<file path="config.mk">
export PLATFORM = sky130hd
export DESIGN_NAME = psram_transaction_sequencer
export DESIGN_NICKNAME = d
export VERILOG_FILES = /design/src/rtl/psram_transaction_sequencer_pkg.sv /design/src/rtl/psram_transaction_sequencer.sv
export SDC_FILE = /design/constraint.sdc
export NUM_CORES = 1
export LEC_CHECK = 0
export CAP_MARGIN = 0
export CORE_MARGIN = 10
export CORE_UTILIZATION = 30
export DETAILED_ROUTE_END_ITERATION = 12
export PLACE_DENSITY = 0.52
export SKIP_CTS_REPAIR_TIMING = 1
export SKIP_LAST_GASP = 1
export SYNTH_ARGS = -nofsm -noshare
export SYNTH_HDL_FRONTEND = slang
export SYNTH_SLANG_ARGS = --single-unit
</file>
<file path="constraint.sdc">
create_clock -name sysclk -period 2.4 [get_ports sysclk]
set_input_delay 0.36 -clock sysclk [delete_from_list [all_inputs] [get_ports sysclk]]
set_output_delay 0.36 -clock sysclk [all_outputs]
set_load 0.01 [all_outputs]
</file>
<file path="src/rtl/psram_transaction_sequencer_pkg.sv">
// Shared PSRAM definitions: sequencer state codes and PSRAM command bytes.
// Latency: none, constants and a pure helper function only.
// Backpressure: not applicable.
package psram_transaction_sequencer_pkg;

  // Sequencer states. Plain constants keep the encoding visible in waveforms
  // and stable for legacy tooling that decodes the state register.
  localparam logic [3:0] ST_INIT_WAIT = 4'd0;
  localparam logic [3:0] ST_RST_EN    = 4'd1;
  localparam logic [3:0] ST_RST_GAP   = 4'd2;
  localparam logic [3:0] ST_RST       = 4'd3;
  localparam logic [3:0] ST_IDLE      = 4'd4;
  localparam logic [3:0] ST_CMD       = 4'd5;
  localparam logic [3:0] ST_ADDR2     = 4'd6;
  localparam logic [3:0] ST_ADDR1     = 4'd7;
  localparam logic [3:0] ST_ADDR0     = 4'd8;
  localparam logic [3:0] ST_DATA      = 4'd9;
  localparam logic [3:0] ST_DESELECT  = 4'd10;

  // PSRAM command bytes.
  localparam logic [7:0] CMD_RST_EN = 8'h66;
  localparam logic [7:0] CMD_RST    = 8'h99;
  localparam logic [7:0] CMD_READ   = 8'h03;
  localparam logic [7:0] CMD_WRITE  = 8'h02;

  // True in states that own an in-flight byte on the SPI engine.
  function automatic logic is_byte_state(input logic [3:0] st);
    return (st == ST_RST_EN) || (st == ST_RST)   || (st == ST_CMD)   ||
           (st == ST_ADDR2)  || (st == ST_ADDR1) || (st == ST_ADDR0) ||
           (st == ST_DATA);
  endfunction

endpackage

</file>
<file path="src/rtl/psram_transaction_sequencer.sv">
// PSRAM transaction sequencer: power-up reset (0x66/0x99) then one 5-byte SPI frame per request.
// Latency: CMD byte launches the cycle after acceptance; rsp_valid pulses the cycle after DATA byte_done.
// Backpressure: req_ready only in IDLE after init; every byte waits for byte_done from the byte engine.
module psram_transaction_sequencer
  import psram_transaction_sequencer_pkg::*;
#(
  parameter int INIT_WAIT_CYCLES = 4050,
  parameter int CE_HIGH_CYCLES   = 2
) (
  input  logic        sysclk,
  input  logic        reset,
  input  logic        req_valid,
  output logic        req_ready,
  input  logic        req_write,
  input  logic [22:0] req_addr,
  input  logic [7:0]  req_wdata,
  output logic        rsp_valid,
  output logic [7:0]  rsp_rdata,
  output logic        init_done,
  output logic        ce,
  output logic        byte_start,
  output logic [7:0]  byte_tx,
  input  logic        byte_done,
  input  logic [7:0]  byte_rx
);

  // One counter serves the power-up wait and both ce-high gaps, so size it
  // for whichever is longer.
  localparam int CNT_MAX = (INIT_WAIT_CYCLES > CE_HIGH_CYCLES) ? INIT_WAIT_CYCLES : CE_HIGH_CYCLES;
  localparam int CNT_W   = $clog2(CNT_MAX + 1);
  localparam logic [CNT_W-1:0] INIT_LAST = CNT_W'(INIT_WAIT_CYCLES - 1);
  localparam logic [CNT_W-1:0] GAP_LAST  = CNT_W'(CE_HIGH_CYCLES - 1);

  logic [3:0]       state, state_nx;
  logic [CNT_W-1:0] cnt, cnt_nx;
  logic             launch;      // enter a byte state: pulse byte_start, drive byte_tx
  logic [7:0]       launch_byte;
  logic             frame_end;   // last byte of a frame acknowledged: raise ce
  logic             accept;
  logic             rsp_fire;
  logic             set_init;
  logic             byte_ack;
  logic             write_q;
  logic [22:0]      addr_q;
  logic [7:0]       wdata_q;

  assign req_ready = (state == ST_IDLE) && init_done;
  assign accept    = req_valid && req_ready;
  // A done in the launch cycle or outside a byte state cannot belong to our byte.
  assign byte_ack  = byte_done && !byte_start && is_byte_state(state);

  // Next-state decode: one byte per byte state, counted waits elsewhere.
  always_comb begin
    state_nx    = state;
    cnt_nx      = '0;
    launch      = 1'b0;
    launch_byte = 8'h00;
    frame_end   = 1'b0;
    rsp_fire    = 1'b0;
    set_init    = 1'b0;
    case (state)
      ST_INIT_WAIT: begin
        if (cnt == INIT_LAST) begin
          state_nx = ST_RST_EN; launch = 1'b1; launch_byte = CMD_RST_EN;
        end else begin
          cnt_nx = cnt + CNT_W'(1);
        end
      end
      ST_RST_EN: if (byte_ack) begin state_nx = ST_RST_GAP; frame_end = 1'b1; end
      ST_RST_GAP: begin
        if (cnt == GAP_LAST) begin
          state_nx = ST_RST; launch = 1'b1; launch_byte = CMD_RST;
        end else begin
          cnt_nx = cnt + CNT_W'(1);
        end
      end
      ST_RST: if (byte_ack) begin state_nx = ST_DESELECT; frame_end = 1'b1; end
      ST_IDLE: begin
        if (accept) begin
          state_nx = ST_CMD; launch = 1'b1;
          launch_byte = req_write ? CMD_WRITE : CMD_READ;
        end
      end
      ST_CMD: if (byte_ack) begin
        state_nx = ST_ADDR2; launch = 1'b1; launch_byte = {1'b0, addr_q[22:16]};
      end
      ST_ADDR2: if (byte_ack) begin
        state_nx = ST_ADDR1; launch = 1'b1; launch_byte = addr_q[15:8];
      end
      ST_ADDR1: if (byte_ack) begin
        state_nx = ST_ADDR0; launch = 1'b1; launch_byte = addr_q[7:0];
      end
      ST_ADDR0: if (byte_ack) begin
        state_nx = ST_DATA; launch = 1'b1; launch_byte = write_q ? wdata_q : 8'h00;
      end
      ST_DATA: if (byte_ack) begin
        state_nx = ST_DESELECT; frame_end = 1'b1; rsp_fire = 1'b1;
      end
      ST_DESELECT: begin
        if (cnt == GAP_LAST) begin
          state_nx = ST_IDLE; set_init = 1'b1;
        end else begin
          cnt_nx = cnt + CNT_W'(1);
        end
      end
      default: state_nx = ST_INIT_WAIT;
    endcase
  end

  // State and shared wait counter.
  always_ff @(posedge sysclk or posedge reset) begin
    if (reset) begin
      state <= ST_INIT_WAIT;
      cnt   <= '0;
    end else begin
      state <= state_nx;
      cnt   <= cnt_nx;
    end
  end

  // Registered outputs toward the byte engine and the requester.
  always_ff @(posedge sysclk or posedge reset) begin
    if (reset) begin
      ce         <= 1'b1;
      byte_start <= 1'b0;
      byte_tx    <= 8'h00;
      rsp_valid  <= 1'b0;
      rsp_rdata  <= 8'h00;
      init_done  <= 1'b0;
    end else begin
      byte_start <= launch;
      rsp_valid  <= rsp_fire;
      if (launch) begin
        byte_tx <= launch_byte;
        ce      <= 1'b0;
      end else if (frame_end) begin
        ce      <= 1'b1;
      end
      if (rsp_fire && !write_q) rsp_rdata <= byte_rx;
      if (set_init)             init_done <= 1'b1;
    end
  end

  // Capture the request so the requester may change its inputs after acceptance.
  always_ff @(posedge sysclk or posedge reset) begin
    if (reset) begin
      write_q <= 1'b0;
      addr_q  <= '0;
      wdata_q <= 8'h00;
    end else if (accept) begin
      write_q <= req_write;
      addr_q  <= req_addr;
      wdata_q <= req_wdata;
    end
  end

endmodule

</file>
* Word level (Yosys, flattened, before mapping) *
Index checks and enable logic that the tools add are counted.

storage, ports and cells
  input port bits = 44
  output and inout port bits = 21
  logic and storage cells = 88
  bits in registers = 68

operators by class
  equality and inequality tests = 22
  add/sub/neg operators = 1
  muxes and demuxes = 34
  reductions and logical operators = 20

operators with widths
  operator                                                          number
  8-bit case mux with 7 select lines                                1
  4-bit 2-to-1 mux                                                  10
  8-bit 2-to-1 mux                                                  5
  4-bit case mux with 10 select lines                               1
  12-bit 2-to-1 mux                                                 2
  12-bit case mux with 2 select lines                               1
  2-bit != test, second input constant                              9
  4-bit by 3-bit == test with 1-bit output, second input constant   4
  7-bit 2-to-1 mux                                                  2
  12-bit by 1-bit adder with 12-bit output, second input constant   1
  12-bit by 1-bit == test with 1-bit output, second input constant  1
  12-bit == test, second input constant                             1
  4-bit == test, second input constant                              3
  1-bit 2-to-1 mux                                                  10
  10-bit AND reduction                                              1
  4-bit by 2-bit == test with 1-bit output, second input constant   2
  1-bit logical OR                                                  6
  1-bit logical AND                                                 5
  4-bit by 1-bit == test with 1-bit output, second input constant   1
  4-bit logical NOT                                                 1
  1-bit case mux with 4 select lines                                1
  2-bit OR reduction                                                2
  4-bit OR reduction                                                1
  3-bit OR reduction                                                1
  other kinds (4)                                                   5

* Depth between registers and ports, before layout *
Gate-level depths: netlist of the first run.

  depth in word-level cells = 12
  mapped depth = 8
  mapped depth without buffers = 7

* Worst setup path after synthesis of the first run *
No wires, ideal clock.

  kind = reg2reg
  from = register state[0]
  to = register byte_tx[0]
  setup slack = 0.674 ns
  clock period less this slack = 1.726 ns
  arrival = 1.597 ns
  path buffers = 2
  required time = 2.271 ns
  setup time = 0.129 ns
  cell stages (with the launch flop) = 8
  path through = dfrtp_1 > buf_6 > or2_4 > or3_4 > nand2b_4 > buf_6 > a211oi_2 > o21ai_1

between the ends
  longest elaborated chain between the ends = 10
  elaborated cells on any way between the ends = 29
  classes of those cells = 9 x eq/ne; 9 x mux; 11 x reduce/logical

ends and longest elaborated chain
  what                                                                                                         RTL line                               text
  start: declaration                                                                                           psram_transaction_sequencer.sv:34      logic [3:0] state, state_nx;
  start signal: assignment                                                                                     psram_transaction_sequencer.sv:116     state <= state_nx;
  4-bit by 1-bit == test with 1-bit output / 4-bit by 2-bit == test with 1-bit output (equally long branches)  psram_transaction_sequencer_pkg.sv:28  return (st == ST_RST_EN) || (st == ST_RST) || (st == ST_CMD) ||
  1-bit logical OR (3 in series)                                                                               psram_transaction_sequencer_pkg.sv:28
  1-bit logical OR (3 in series)                                                                               psram_transaction_sequencer_pkg.sv:29  (st == ST_ADDR2) || (st == ST_ADDR1) || (st == ST_ADDR0) ||
  1-bit logical AND                                                                                            psram_transaction_sequencer.sv:50      assign byte_ack = byte_done && !byte_start && is_byte_state(state);
  8-bit 2-to-1 mux (tied with other cells)                                                                     psram_transaction_sequencer.sv:93      ST_ADDR0: if (byte_ack) begin
  8-bit case mux with 7 select lines / 1-bit case mux with 4 select lines (equally long branches)              psram_transaction_sequencer.sv:61      case (state)
  end signal: assignment                                                                                       psram_transaction_sequencer.sv:134     byte_tx <= launch_byte;
  end: declaration                                                                                             psram_transaction_sequencer.sv:22      output logic [7:0] byte_tx,

Parallel ways exist; a longest one is shown, timed or not.
A chain may end at the register's enable or synchronous reset.

* Worst setup path after layout of the first run *
  from = register state[0]
  to = output req_ready

between the ends
  longest elaborated chain between the ends = 2

ends and longest elaborated chain
  what                                      RTL line                           text
  4-bit by 3-bit == test with 1-bit output  psram_transaction_sequencer.sv:47  assign req_ready = (state == ST_IDLE) && init_done;
  1-bit logical AND                         psram_transaction_sequencer.sv:47
  end: declaration                          psram_transaction_sequencer.sv:13  output logic req_ready,

Every way passes these cells.

==> results.txt, run 1 <==
The mean instance size in the synthesized netlist was 9.613 µm². Startpoint class of the critical path: a flip-flop. Synthesis inferred 68 register bits. The analysis attributes to cell leakage a power of 1.970 nW. The area growth from synthesis to layout is 31.34%. Reg-to-reg endpoint: addr_q[16].

TritonCTS built the clock tree. The post-detailed-route DRC marker count is 0. The tools report the antenna cell count as 0. After routing, the total negative slack on setup checks comes to 0 ns. In the detailed route, the total length drawn on met3 is 448 µm.

The run gives 454 as the layout net count. Reg-to-reg critical path startpoint: state[0]. The clock period could shrink to 2.224 ns.

The mean routed wirelength per cell is 15.13 µm. The site row count is 38. The worst-case IR drop observed on VDD is 0.0002042 V.

Clock-pin slew was measured on the worst setup and hold paths at 0.08 ns. In the routed layout, each cell is associated on average with a via count of 4.718. The final wirelength is 8368 µm, and the share of synthesized registers carrying an async set or reset is 100.0%.

Clock tree synthesis selected as its root buffer the cell sky130_fd_sc_hd__clkbuf_8. At the end of routability-driven placement, the weighted congestion stood at 0.7781. The final setup violation count was 0. The detailed placement HPWL is 6048 µm.

The number of antenna violations at the first check in global routing was 0. The tools report the element type at the critical path end as an output pin. The synthesized instance count was 341; the worst setup timing slack at the placement stage was 0.2026 ns. The peak fanout along the critical path is 13, and the relative max-transition margin is 27.32%. The logs give 2609 for the vias after detailed routing and 3 for the number of levels in the clock H-tree. The starting density of the core came out at 30.51%. The maximum clock insertion buffer count was 2; the violation count after the first detailed-routing iteration was 212. The via count of the first global-routing pass was 2712. The number of synthesized flops with an enable pin is 0. In the finished design, the share of the clock period the worst path needs comes to 92.66%. The worst register-to-register path has a setup slack of 0.37 ns. In the final routing, the length of wire on met1 measures 3832 µm.

The number of different library cells used by synthesis comes to 54. In the global route stage, overall resource usage came out at 10.87%. The logs give 9 for the total clock buffers created by CTS and 10750 µm² for the area of the core region.

Counting every sink on the clock net gives 68. In the detailed route, the total length drawn on met2 is 3961 µm. In the post-synthesis netlist, the biggest area contributors are sky130_fd_sc_hd__dfrtp_1 (51%), sky130_fd_sc_hd__nand2_1 (13%), sky130_fd_sc_hd__mux2_2 (3.8%). The run gives 4 as the iteration count of the initial detailed-routing pass.

At the later pin of the worst-skew pair, clock insertion delay measures 0.35 ns. The die covers 15510 µm². The count of buffers from port buffering came out at 64. The logs give 0 for the global route total overflow and 0 for the final-report hold violation count. The run finished with clean final reports. Setup repair after global routing left no endpoint under its margin. The max-slew violation count is 0.

The first global-routing pass estimated 14010 µm of wire. The biggest area contributor in the post-synthesis netlist is sky130_fd_sc_hd__dfrtp_1. 65 I/O pins were placed. The die is 124.5 µm tall. The critical path in this run is classified as reg -> out.

The worst reg-to-reg path cell count was 4; the pin count of the biggest net entering global routing was 69. For this design the ratio of total power to cell area is 540.3 nW/µm². The worst hold path belongs to the class in -> async. The number of warnings issued by yosys came out at 0. Measured on the finished design, the core utilization comes to 40.07%. The signal arrival time at the worst endpoint is 1.86 ns, and the top achievable clock speed is 449.7 MHz. The worst clock skew is 0.01196 ns.

The top layer reached by signal wires is met4. After synthesis, flip-flops and latches occupy 51.95% of the total area. The tools report the synthesized net count as 387.

Residual antenna-violating net count after detailed routing: 0. Worst-margin pin slew: 1.090 ns. The tool flagged a number of max-cap violations equal to 0. The overall die width is 124.5 µm. The most common flop cell mapped by yosys was sky130_fd_sc_hd__dfrtp_1. For the worst setup slack after layout, the log shows 0.1761 ns. Of the cells placed in the final design, the portion with a size suffix greater than 1 is 12.35%. After synthesis the cells add up to 3278 µm². The tools report the critical path required time as 2.04 ns. Area share of the largest cell type after synthesis: 51.15%.
[worst max-delay path, cell delays in order (launching register included)]
cell and delay, ns:
sky130_fd_sc_hd__dfrtp_1 0.54, sky130_fd_sc_hd__nor2_1 0.22, sky130_fd_sc_hd__and3_1 0.21, sky130_fd_sc_hd__clkdlybuf4s50_1 0.54
[power breakdown]
part	leakage (nW)	switching (mW)	internal (mW)
clock	0.110	0.459	0.618
sequential	0.895	0	1.14
combinational	0.965	0.0384	0.0658
[stage by stage]
stage          std cells  total power [mW]  instance area (µm²)  hold slack (ns)
2_1_floorplan        341             1.187                 3278           0.4401
3_3_place_gp         537             1.275                 4079           0.4565
3_5_place_dp         537             1.274                 4079           0.4625
4_1_cts              553             2.358                 4305           0.4195
5_1_grt              553             2.418                 4305           0.4208
6_report             553             2.326                 4305           0.4082
[registers in the layout (all words and copies together), names as in the netlist]
register,flops
state,4
ce,1
rsp_rdata,8
addr_q,23
byte_tx,8
rsp_valid,1
write_q,1
wdata_q,8
cnt,12
init_done,1
byte_start,1
[layer usage]
metal	global-route usage, %	up-vias
met1	13.98	1243
li1	-	1300
met4	4.112	0
met5	0	-
met3	3.021	10
met2	16.87	56
[placed cells by master, fill, tap and decap left out, types with 3 or more instances in the layout]
| master | instances |
|---|---|
| sky130_fd_sc_hd__a32oi_1 | 6 |
| sky130_fd_sc_hd__mux2_2 | 11 |
| sky130_fd_sc_hd__xor2_1 | 5 |
| sky130_fd_sc_hd__and3_1 | 7 |
| sky130_fd_sc_hd__a21oi_1 | 5 |
| sky130_fd_sc_hd__xnor2_1 | 5 |
| sky130_fd_sc_hd__and4_1 | 3 |
| sky130_fd_sc_hd__nor2_1 | 16 |
| sky130_fd_sc_hd__clkbuf_8 | 10 |
| sky130_fd_sc_hd__a222oi_1 | 4 |
| sky130_fd_sc_hd__buf_4 | 11 |
| sky130_fd_sc_hd__nor2b_1 | 7 |
| sky130_fd_sc_hd__nand2_1 | 112 |
| sky130_fd_sc_hd__dfrtp_1 | 67 |
| sky130_fd_sc_hd__o21ai_0 | 9 |
| sky130_fd_sc_hd__clkdlybuf4s50_1 | 64 |
| sky130_fd_sc_hd__nand3_1 | 15 |
[area by class of cell]
class                   instances  area [µm²]
well taps                     140       175.2
inverters                       3       11.26
clock buffers                  11       141.4
multi-input cells             250        1446
repair buffers                 76       743.2
flip-flops and latches         68        1703
clock inverters                 5       85.08
fillers                      1110        6440
[cell usage after synthesis, types with 3 or more instances]
master,count
sky130_fd_sc_hd__a21oi_1,5
sky130_fd_sc_hd__a222oi_1,4
sky130_fd_sc_hd__a32oi_1,6
sky130_fd_sc_hd__and3_1,7
sky130_fd_sc_hd__and4_1,3
sky130_fd_sc_hd__buf_2,7
sky130_fd_sc_hd__buf_4,3
sky130_fd_sc_hd__buf_6,3
sky130_fd_sc_hd__clkbuf_1,6
sky130_fd_sc_hd__dfrtp_1,67
sky130_fd_sc_hd__inv_1,3
sky130_fd_sc_hd__mux2_2,11
sky130_fd_sc_hd__nand2_1,112
sky130_fd_sc_hd__nand3_1,15
sky130_fd_sc_hd__nor2_1,16
sky130_fd_sc_hd__nor2b_1,7
sky130_fd_sc_hd__o21ai_0,9
sky130_fd_sc_hd__xnor2_1,5
sky130_fd_sc_hd__xor2_1,5
[kinds of logic (layout without fill, tap and decap cells)]
| kind of cell | count (synthesis) | in the layout | synth area share, % |
|---|---|---|---|
| simple gates | 182 | 182 | 26.68 |
| mux | 13 | 13 | 4.389 |
| xor+xnor | 10 | 10 | 2.672 |
| compound gates | 43 | 43 | 9.618 |
| flops | 68 | 68 | 51.95 |
| fa+ha+maj | 2 | 2 | 0.7632 |
| buf+inv | 23 | 95 | 3.931 |
[worst max path at each step]
stage,startpoint,to,slack (ns),depth (start not counted)
global placement,req_valid,addr_q[16],0.21,4
floorplan,reset,addr_q[0],0.33,1
global route,state[0],addr_q[16],0.03,4
CTS,state[0],req_ready,0.15,3
detailed placement,req_valid,addr_q[9],0.20,4
finish,state[0],req_ready,0.18,3
(Power assumes the default switching activity.)
==> run 2: changes to the inputs <==
CTS_CLUSTER_DIAMETER = 50   (was not set)
TNS_END_PERCENT = 50   (was not set)
==> results of run 2 <==
No change in the layout: final DEF, timing and power equal those of run 1.
==> run 3: changes to the inputs <==
SLEW_MARGIN = 20   (was not set)
==> results.txt, run 3 (synthesis gave the netlist of run 1 again) <==
The repair_antennas step left the layout with diodes totalling 0. In this run the worst path has a maximum fanout of 13. The initial utilization of the core area, before any placement, comes to 30.51%. STA classifies the critical path startpoint as a flip-flop. From left edge to right edge, the die measures 124.5 µm. The final instance area was 4307 µm². The number of antenna violations at the first check in global routing was 0; the layout net count was 454. The global route total overflow is 0. For the sum of routed wire segments on met1, the log shows 3867 µm.

Entering global routing, the biggest net connects 69 pins. The tightest min-delay check is of the in -> async type. TritonCTS built the clock tree.

The tools report the relative max-transition margin as 55.72%. The site row count is 38. The critical path in this run is classified as reg -> out. The routed design could run at a clock period as short as 2.245 ns.

The detail route stage leaves a number of antenna-violating nets equal to 0. Buffers placed on the I/O ports in this run total 64. The H-tree generated during clock tree synthesis spans 3 levels.

The clock arrives with 0.01193 ns of skew. At the worst endpoint, the required time is 2.04 ns. Across the run, the number of max-cap violations was 0. The wire length of the first global-routing pass is 14010 µm, and the floorplan die area is 15510 µm². Compared with the post-synthesis result, the final layout area differs by 31.37%. The final total negative setup slack was 0 ns; the total met3 wirelength after detailed routing was 414 µm. The worst register-to-register path ends at byte_tx[0]. The final wirelength is 8375 µm.

The number of clock sinks is 68. The most critical setup path has its startpoint at state[0]. In the layout the commonest cells are sky130_fd_sc_hd__nand2_1 (112), sky130_fd_sc_hd__dfrtp_1 (67), sky130_fd_sc_hd__clkdlybuf4s50_1 (64). The worst register-to-register path has a setup slack of 0.42 ns. In this run, the number of DRC markers left after iteration 0 of detailed routing was 210. The via count of the first global-routing pass was 2712.

The clock-pin slew of the registers on the worst-case setup and hold paths was 0.08 ns; the worst-margin pin slew was 0.6628 ns. IR analysis of the VDD net gives a maximum drop of 0.0002042 V. The worst register-to-register path has a depth of 6. The reg-to-reg critical path startpoint was state[0].

The core region is 10750 µm². The fill cell total of the finished layout is 1109. The tools report the final setup violation count as 0.

The register with the most flip-flops in the layout has 23 of them. Global routing consumed, over all layers together, 10.87% of the routing resources. The tools report the instance area at placement as 4079 µm². In the final layout, the registers with the most flip-flops are addr_q (23), cnt (12). In this run the power density over the cells is 540.2 nW/µm². For the signal arrival time at the worst endpoint, the log shows 1.88 ns. For the max-slew violation count, the log shows 0.

Buffers inserted during clock tree synthesis total 9. The share of layout cells above drive strength 1 came out at 12.59%. The count of pins on the block boundary was 65. The leakage power came out at 1.970 nW. The run finished with clean final reports. After legalization and detailed placement, the total HPWL measured 6048 µm.

Before CTS, the worst setup slack after placement is 0.2026 ns. The worst setup slack after layout is 0.1553 ns. For the global placer's final weighted congestion, the log shows 0.7781. The tools report the clock tree root driver cell as sky130_fd_sc_hd__clkbuf_8. The library cell used most frequently in the layout, excluding fill and tap cells, is sky130_fd_sc_hd__nand2_1. The post-detailed-route DRC marker count was 0; the final-report hold violation count was 0.

Detailed routing placed a total of 3967 µm of wire on met2. In this run the top signal layer used is met4. For the iteration count of the initial detailed-routing pass, the log shows 4.

The run gives 0.35 ns as the clock latency on the worst-skew pair. Setup repair after global routing left no endpoint under its margin. In this run the vertical extent of the chip is 124.5 µm. For this run, the share of the core covered by cells in the final layout is 40.08%. Counting flops per register, the top entry is addr_q.

The tools report the vias after detailed routing as 2623. The top achievable clock speed was 445.5 MHz; the maximum clock insertion buffer count was 2. The element type at the critical path end is an output pin.

The final critical path takes up 93.53% of the cycle. The mean routed wirelength per cell came out at 15.14 µm. After detailed routing, the number of vias per cell comes to 4.743. The end point of the critical path was req_ready.
==> run 3: cell counts in the layout (fill, tap and decap cells not counted) <==
Identical to the previous run, type by type.
==> run 3: critical path, cell delays in order, from the launching register on <==
cell,delay [ns]
sky130_fd_sc_hd__dfrtp_1,0.55
sky130_fd_sc_hd__nor2_1,0.23
sky130_fd_sc_hd__and3_1,0.21
sky130_fd_sc_hd__clkdlybuf4s50_1,0.54
==> run 3: per-layer routing <==
metal / vias up / global-route usage (%)
li1: 1299 / -
met1: 1255 / 13.98
met2: 59 / 16.87
met3: 10 / 3.021
met4: 0 / 4.112
met5: - / 0
==> run 3: layout make-up <==
class                           count  area [µm²]  area share (%)
Clock buffer                       11       141.4           3.283
Clock inverter                      5       85.08           1.976
Inverter                            3       11.26          0.2615
Multi-Input combinational cell    250        1448           33.61
Sequential cell                    68        1703           39.54
Tap cell                          140       175.2           4.067
Timing Repair Buffer               76       743.2           17.26
==> run 3: metrics by stage <==
stage          power [mW]  std cells  hold WS, ns
3_5_place_dp        1.274        537       0.4625
5_1_grt             2.418        553       0.4208
3_3_place_gp        1.275        537       0.4565
6_report            2.326        553       0.4081
2_1_floorplan       1.187        341       0.4401
4_1_cts             2.358        553       0.4195
==> run 3: worst min-delay path by stage <==
stage	start	slack, ns	cells past startpoint	endpoint
4_1_cts	reset	0.42	3	rsp_rdata[2]
2_1_floorplan	addr_q[0]	0.44	2	addr_q[0]
3_5_place_dp	addr_q[6]	0.46	2	addr_q[6]
3_3_place_gp	addr_q[0]	0.46	2	addr_q[0]
6_report	reset	0.41	3	rsp_rdata[2]
5_1_grt	reset	0.42	3	rsp_rdata[2]
==> run 3: report_power, final <==
group,switching (mW),internal (mW),leakage (nW)
clock,0.460,0.618,0.110
combinational,0.0384,0.0658,0.965
sequential,0,1.14,0.895
